**config.mk**
```make
export PLATFORM = sky130hd
export DESIGN_NAME = smbs_frame_ctrl
export DESIGN_NICKNAME = d
export VERILOG_FILES = /design/src/rtl/smbs_frame_ctrl.sv
export SDC_FILE = /design/constraint.sdc
export NUM_CORES = 1
export LEC_CHECK = 0
export BUFFER_PORTS_ARGS = -buffer_cell sky130_fd_sc_hd__buf_2
export CORE_UTILIZATION = 48
export CTS_BUF_LIST = sky130_fd_sc_hd__clkbuf_8
export DETAILED_ROUTE_END_ITERATION = 16
export HOLD_SLACK_MARGIN = 0.03
export PLACE_DENSITY = 0.75
export SYNTH_ARGS = -nofsm -noshare
export SYNTH_HDL_FRONTEND = slang
export SYNTH_SLANG_ARGS = --single-unit
```
**constraint.sdc**
```tcl
create_clock -name clk -period 1.3 [get_ports clk]
set_clock_uncertainty 0.1 [all_clocks]
set_input_delay 0.13 -clock clk [delete_from_list [all_inputs] [get_ports clk]]
set_output_delay 0.13 -clock clk [all_outputs]
set_load 0.03 [all_outputs]
```
**src/rtl/smbs_frame_ctrl.sv**
```systemverilog
// Serial frame sequencer for the bit-steering demux: start, 2-bit port, 4 data bits LSB-first.
// Registered PB/LB/ld/done outputs; optional trailing even-parity bit when SMBS_PARITY_EN is defined.
module smbs_frame_ctrl #(
    parameter logic IDLE_LEVEL = 1'b1
) (
    input  logic       clk,
    input  logic       rst_n,
    input  logic       en,
    input  logic       serin,
    output logic [3:0] PB,
    output logic [1:0] LB,
    output logic       ld,
    output logic       busy,
    output logic       done,
    output logic [1:0] port_id,
    output logic       err
);

    typedef enum logic [2:0] {
        S_IDLE,
        S_PORT,
        S_DATA,
`ifdef SMBS_PARITY_EN
        S_PAR,
`endif
        S_DONE
    } state_t;

    state_t     r_state;
    state_t     w_state_nxt;
    logic [1:0] r_cnt;
    logic [1:0] w_cnt_nxt;
    logic [1:0] r_port;
    logic [1:0] w_port_nxt;
    logic [3:0] r_pb;
    logic [1:0] r_lb;
    logic       r_ld;
    logic       r_busy;
    logic       r_done;
`ifdef SMBS_PARITY_EN
    logic       r_par;
    logic       w_par_nxt;
    logic       r_err;
`endif

    always_comb begin
        w_state_nxt = r_state;
        w_cnt_nxt   = r_cnt;
        w_port_nxt  = r_port;
`ifdef SMBS_PARITY_EN
        w_par_nxt   = r_par;
`endif
        case (r_state)
            S_IDLE: begin
                if (en && (serin == ~IDLE_LEVEL)) begin
                    w_state_nxt = S_PORT;
                    w_cnt_nxt   = 2'd0;
`ifdef SMBS_PARITY_EN
                    w_par_nxt   = 1'b0;
`endif
                end
            end
            S_PORT: begin
                w_port_nxt = {r_port[0], serin};
                if (r_cnt == 2'd1) begin
                    w_state_nxt = S_DATA;
                    w_cnt_nxt   = 2'd0;
                end else begin
                    w_cnt_nxt = r_cnt + 2'd1;
                end
            end
            S_DATA: begin
`ifdef SMBS_PARITY_EN
                w_par_nxt = r_par ^ serin;
`endif
                w_cnt_nxt = r_cnt + 2'd1;
                if (r_cnt == 2'd3) begin
`ifdef SMBS_PARITY_EN
                    w_state_nxt = S_PAR;
`else
                    w_state_nxt = S_DONE;
`endif
                end
            end
`ifdef SMBS_PARITY_EN
            S_PAR: begin
                w_par_nxt   = r_par ^ serin;
                w_state_nxt = S_DONE;
            end
`endif
            S_DONE: begin
                w_state_nxt = S_IDLE;
            end
            default: begin
                w_state_nxt = S_IDLE;
            end
        endcase
    end

    // Outputs are registered from the next state so they line up with the state they describe.
    always_ff @(posedge clk or negedge rst_n) begin
        if (!rst_n) begin
            r_state <= S_IDLE;
            r_cnt   <= 2'd0;
            r_port  <= 2'd0;
            r_pb    <= 4'd0;
            r_lb    <= 2'd0;
            r_ld    <= 1'b0;
            r_busy  <= 1'b0;
            r_done  <= 1'b0;
`ifdef SMBS_PARITY_EN
            r_par   <= 1'b0;
            r_err   <= 1'b0;
`endif
        end else begin
            r_state <= w_state_nxt;
            r_cnt   <= w_cnt_nxt;
            r_port  <= w_port_nxt;
            r_pb    <= (w_state_nxt == S_DATA) ? (4'b0001 << w_port_nxt) : 4'd0;
            r_lb    <= (w_state_nxt == S_DATA) ? w_cnt_nxt : 2'd0;
            r_ld    <= (w_state_nxt == S_DATA);
            r_busy  <= (w_state_nxt != S_IDLE);
            r_done  <= (w_state_nxt == S_DONE);
`ifdef SMBS_PARITY_EN
            r_par   <= w_par_nxt;
            r_err   <= (w_state_nxt == S_DONE) && w_par_nxt;
`endif
        end
    end

    assign PB      = r_pb;
    assign LB      = r_lb;
    assign ld      = r_ld;
    assign busy    = r_busy;
    assign done    = r_done;
    assign port_id = r_port;
`ifdef SMBS_PARITY_EN
    assign err     = r_err;
`else
    assign err     = 1'b0;
`endif

endmodule

```
==> results of run 1 <==
-- report_power, final --
part / internal [mW] / switching [mW] / leakage, nW
registers: 0.572 / 0.0888 / 0.212
logic: 0.220 / 0.293 / 0.242
clock network: 0.268 / 0.161 / 0.0288
-- placed cells by master (no fill, tap or decap), types with 2 or more instances in the layout --
cell type and n:
o22ai_1 2, and2_2 3, dfrtp_1 14, buf_4 8, conb_1 2, inv_1 3, o21ai_1 2, ha_2 2
nand2_1 4, a21oi_1 2, buf_2 14, nand3b_1 2, nor2_1 2, clkbuf_8 4, dfrtp_2 2
-- worst min-delay path: stages --
cell and delay, ps:
buf_2 100, nand3b_1 120, nand2_1 80
-- cells by family (layout without fill, tap and decap cells) --
group	Yosys count	in the layout	synth area share, %
AND/OR/NAND/NOR	21	21	19.4
flip-flops	16	16	56.3
AO/OA/AOI/OAI	14	14	13.7
buffers and inverters	5	30	3.34
adder cells (fa/ha/maj)	3	3	5.28
other	1	2	0.528
multiplexers	1	1	1.41
-- registers in the layout (all words and copies together), names as in the netlist --
signal and cells:
r_state 3, ld 1, done 1, LB 2, port_id 2, r_cnt 2, PB 4, busy 1
-- timing repair --
| item | 4_1_cts | 5_1_grt |
|---|---|---|
| setup endpoints to repair | 7 | 9 |
| setup buffers | 0 | 0 |
| hold endpoints to repair | 16 | 0 |
| gates resized for setup | 4 | 6 |
| pin swaps | 4 | 1 |
| hold buffers | 1 | 0 |
-- worst paths after layout --
kind | from | end | slack [ps] | cells past startpoint
setup / recovery | r_cnt[0]$_DFF_PN0_ | PB[0]$_DFF_PN0_ | -100 | 4
hold / removal | serin | port_id[0]$_DFF_PN0_ | 120 | 3
setup reg to reg | r_cnt[0]$_DFF_PN0_ | PB[0]$_DFF_PN0_ | -100 | 4
hold reg to reg | port_id[0]$_DFF_PN0_ | PB[0]$_DFF_PN0_ | 450 | 1
max in group asynchronous | rst_n | r_state[1]$_DFF_PN0_ | 620 | 2
min in group asynchronous | rst_n | LB[1]$_DFF_PN0_ | 210 | 2
-- synthesized netlist by cell type, types with 2 or more instances --
cell	number	area (µm²)
a21oi_1	3	15.0
and2_2	3	22.5
dfrtp_1	16	400
ha_1	3	37.5
inv_1	3	11.3
nand2_1	5	18.8
nand3b_1	2	15.0
nor2_1	3	11.3
o21ai_0	4	20.0
o22ai_1	2	12.5
-- final cells by class --
class                   instances  share of cell area [%]
multi-input cells              41                    33.9
inverters                       3                    1.18
flip-flops and latches         16                    42.4
repair buffers                 23                    14.7
well taps                      15                    1.97
clock buffers                   4                    5.79
-- metrics by stage --
stage                     hold WS [ps]  setup WS, ps  TNS, ps
after floorplan                   -266         -5.98    -8.97
after global placement           -52.2         -61.2     -263
after detailed placement         -47.2          -153     -468
after CTS                          103          -109     -540
after global routing               149          -158     -931
final                              119          -101     -507
-- metal layers --
layer / vias up / GRT usage [%] / wire (µm)
li1: 255 / - / -
met1: 252 / 23.5 / 640
met2: 11 / 37.3 / 745
met3: 4 / 5.00 / 43
met4: 0 / 12.5 / 30
met5: - / 0 / 0
==> results.cfg, run 1 <==
[outcome]
outcome = finished with violations
failing_checks = negative setup slack

[clocking]
clk_pin_slew_ps = 60
htree_levels = 1
insertion_delay_ps = 250
cts_tree = built
cts_max_path_buffers = 2
cts-buffers-inserted = 3
clk_root_buffer_cell = clkbuf_8
clock_sinks = 16

[grt]
antenna_found_initial = 0
grt_max_degree = 17
grt_pass1_vias = 519
grt.overflow.total = 0
grt_pass1_wl_um = 2190
track_usage_pct = 21.5

[place]
io_buffers = 14
post-place-cells = 97
detailed_place.area_um2 = 855
hpwlAfterDp_um = 996
globalplace.congestion = 0.836

[timing]
final-hold-violation-count = 0
report.final.setup_viol = 7
finalMaxSlewViolations = 0
layout_min_cycle_time_ps = 1400
final_period_util_pct = 108
grt_setup_unrepaired = yes
timing.final.ws_setup_ps = -101
max_freq_mhz = 714

[synthesis]
syn_area_um2 = 711
dominantRegCellSynth = dfrtp_1
synth_cells = 61
seq_area_frac_synth_pct = 56.3
synth_enable_flop_cells = 0
synth_async_sr_flop_share_pct = 100
yosysWarnings = 0
mean_area_per_synthesized_cell_um2 = 11.7
postSynthRegisterBits = 16
synth.lib_cells_used.distinct = 27

[die]
dieArea_um2 = 1640
die_x_um = 40.5
die_height_um = 40.5
boundaryPins = 16
placeable_core_area_um2 = 1330
placementRows = 13
initial_core_util_pct = 53.3

[critical_path]
cp_slowest_stage_delay_ps = 430
critPathKind = flop to flop
worst_setup_path_end_kind = flop
crit_required_ps = 1370
critical-path-slowest-cell = dfrtp_1
cp_cell_sequence = ha_2, or2_4, a21oi_4, nor3b_2
crit_buf_inv = 0
path_max_fanout = 6
arrival_ps = 1470
worst_setup_path_start_kind = flop
path_delay_family = flip-flops

[layout]
multi_input_area_um2 = 323
num-nets-final = 95
seqCellArea_um2 = 403
antenna_cells_inserted = 0
fillerInstances = 95
final_layout_size_suffix_gt1_share_pct = 51.7
fin_area_um2 = 951
final-instance-count-excl-fill = 102
area_growth_syn_to_layout_pct = 33.8
final_core_utilization_pct = 71.3

[pwr]
peakVddDrop_uv = 934
totalPowerFinal_mw = 1.60
p_leak_nw = 0.483
power_density_over_cell_area_nw_per_um2 = 1690

[route]
remaining_drcs = 0
route.vias.total = 522
ant_nets = 0
detailed_router_iteration_count_before_antenna_repair = 2
route.final.wire_length_um = 1460
route.detailed.vias_per_inst = 5.12
wire_per_inst_um = 14.3
drt_iter0_markers = 5

[worst_hold_path]
worst_hold_path_type = primary input to flop

[run]
max_cap_viol_count = 0
Power figures use the tool's default switching activity.
==> run 2: changes to the inputs <==
- CORE_ASPECT_RATIO: unset -> 1.2
- CORE_MARGIN: unset -> 2
- CORE_UTILIZATION: 48 -> 45
- CTS_BUF_LIST: sky130_fd_sc_hd__clkbuf_8 -> unset
- PLACE_DENSITY: 0.75 -> 0.71
==> results.cfg, run 2 (same netlist as run 1, synthesis figures left out) <==
[die]
dieArea_um2 = 1910
placementRows = 15
boundaryPins = 16
placeable_core_area_um2 = 1460
die_x_um = 40.3
die_height_um = 47.5
initial_core_util_pct = 48.5

[route]
remaining_drcs = 0
route.detailed.vias_per_inst = 5.21
ant_nets = 0
route.vias.total = 583
wire_per_inst_um = 13.9
route.final.wire_length_um = 1560
drt_iter0_markers = 15
detailed_router_iteration_count_before_antenna_repair = 4

[layout]
layout.cells.most_common_list = dfrtp_1 (14), buf_2 (14), buf_4 (14), nand2_1 (4)
antenna_cells_inserted = 0
final_core_utilization_pct = 70.0
seqCellArea_um2 = 403
largest_register_ffs = 4
area_growth_syn_to_layout_pct = 44.2
final_layout_size_suffix_gt1_share_pct = 57.9
fillerInstances = 109
multi_input_area_um2 = 345
num-nets-final = 103

[critical_path]
path_max_fanout = 5
rr_worst_depth = 5
worst_setup_path_start_kind = flop
r2r_setup_slack_ps = -150
crit_buf_inv = 1
cp_cell_sequence = a21oi_2, o31ai_2, buf_4, a22o_1, and2_2
r2r_end = LB[0]$_DFF_PN0_
rr_startpoint = r_state[1]$_DFF_PN0_
critPathKind = flop to flop
critical-path-slowest-cell = dfrtp_2
arrival_ps = 1530
cp_slowest_stage_delay_ps = 470
worst_setup_path_end_kind = flop
crit_required_ps = 1390
path_delay_family = compound AO/OA/AOI/OAI gates

[grt]
antenna_found_initial = 0
grt_pass1_wl_um = 2400
track_usage_pct = 19.0
grt.overflow.total = 0
grt_pass1_vias = 549
grt_max_degree = 17

[clocking]
cts_tree = built
insertion_delay_ps = 290
clk_root_buffer_cell = clkbuf_4
cts_max_path_buffers = 2
cts-buffers-inserted = 3
htree_levels = 1
clock_sinks = 16
clk_pin_slew_ps = 100

[pwr]
peakVddDrop_uv = 1140
power_density_over_cell_area_nw_per_um2 = 1580
totalPowerFinal_mw = 1.62
p_leak_nw = 0.519

[timing]
timing.final.ws_setup_ps = -146
final_period_util_pct = 111
max_freq_mhz = 692
setup_tns_ps = -825
final-hold-violation-count = 0
layout_min_cycle_time_ps = 1450
report.final.setup_viol = 9
finalMaxSlewViolations = 0
grt_setup_unrepaired = yes

[worst_hold_path]
whs_endpoint = port_id[0]$_DFF_PN0_
worst_hold_path_type = primary input to flop
holdCritStartpoint = serin
hold-path-cell-count = 3

[run]
max_cap_viol_count = 0

[place]
globalplace.congestion = 0.882
io_buffers = 14
hpwlAfterDp_um = 1030

[outcome]
failing_checks = negative setup slack
outcome = finished with violations
-- run 2: metrics by stage --
step	hold slack, ps	setup WS (ps)	cell area [µm²]	instances
final	76.1	-146	1020	112
after global routing	98.3	-202	1020	112
after CTS	57.3	-95.8	942	107
after detailed placement	-45.0	-96.1	872	101
after global placement	-47.0	-71.0	872	101
after floorplan	-266	-5.98	718	62
-- run 2: layout make-up --
class / instances / share of cell area [%]
clock buffer: 4 / 3.54
tap: 17 / 2.08
inverter: 3 / 1.10
multi-input combinational: 41 / 33.7
sequential: 16 / 39.3
timing repair buffer: 31 / 20.3
-- run 2: how the worst max path moves through the flow --
stage | depth (start not counted) | endpoint | start | slack, ps
6_report | 5 | LB[0]$_DFF_PN0_ | r_state[1]$_DFF_PN0_ | -150
3_5_place_dp | 5 | LB[0]$_DFF_PN0_ | r_state[1]$_DFF_PN0_ | -100
4_1_cts | 5 | LB[0]$_DFF_PN0_ | r_cnt[1]$_DFF_PN0_ | -100
2_1_floorplan | 3 | LB[1]$_DFF_PN0_ | r_state[1]$_DFF_PN0_ | -6
5_1_grt | 5 | LB[0]$_DFF_PN0_ | r_state[1]$_DFF_PN0_ | -200
3_3_place_gp | 4 | LB[1]$_DFF_PN0_ | r_state[0]$_DFF_PN0_ | -70
-- run 2: worst reg2reg max path: cells and delay by family (launching register included) --
family	cells	cell delay (ps)
compound gates	3	470
simple gates	1	170
flops	1	470
buf+inv	1	140
-- run 2: layer usage --
layer	part of all wire, %	up-vias	GRT usage [%]
met5	0	-	0
met4	2.0	0	12.0
li1	-	273	-
met3	5.3	5	2.79
met1	42	286	22.6
met2	50	19	31.6
-- run 2: report_power, final --
| part | switching [mW] | leakage [nW] | internal [mW] |
|---|---|---|---|
| clock | 0.163 | 0.0210 | 0.171 |
| sequential | 0.0985 | 0.212 | 0.571 |
| combinational | 0.321 | 0.286 | 0.299 |
| total | 0.582 | 0.519 | 1.04 |
-- run 2: repair_timing --
item | 4_1_cts | 5_1_grt
buffers inserted | 1 | 5
endpoints found under the hold margin | 16 | 0
pin swaps | 1 | 4
gates resized for setup | 6 | 11
endpoints found under the setup margin | 7 | 12
hold buffers | 1 | 0
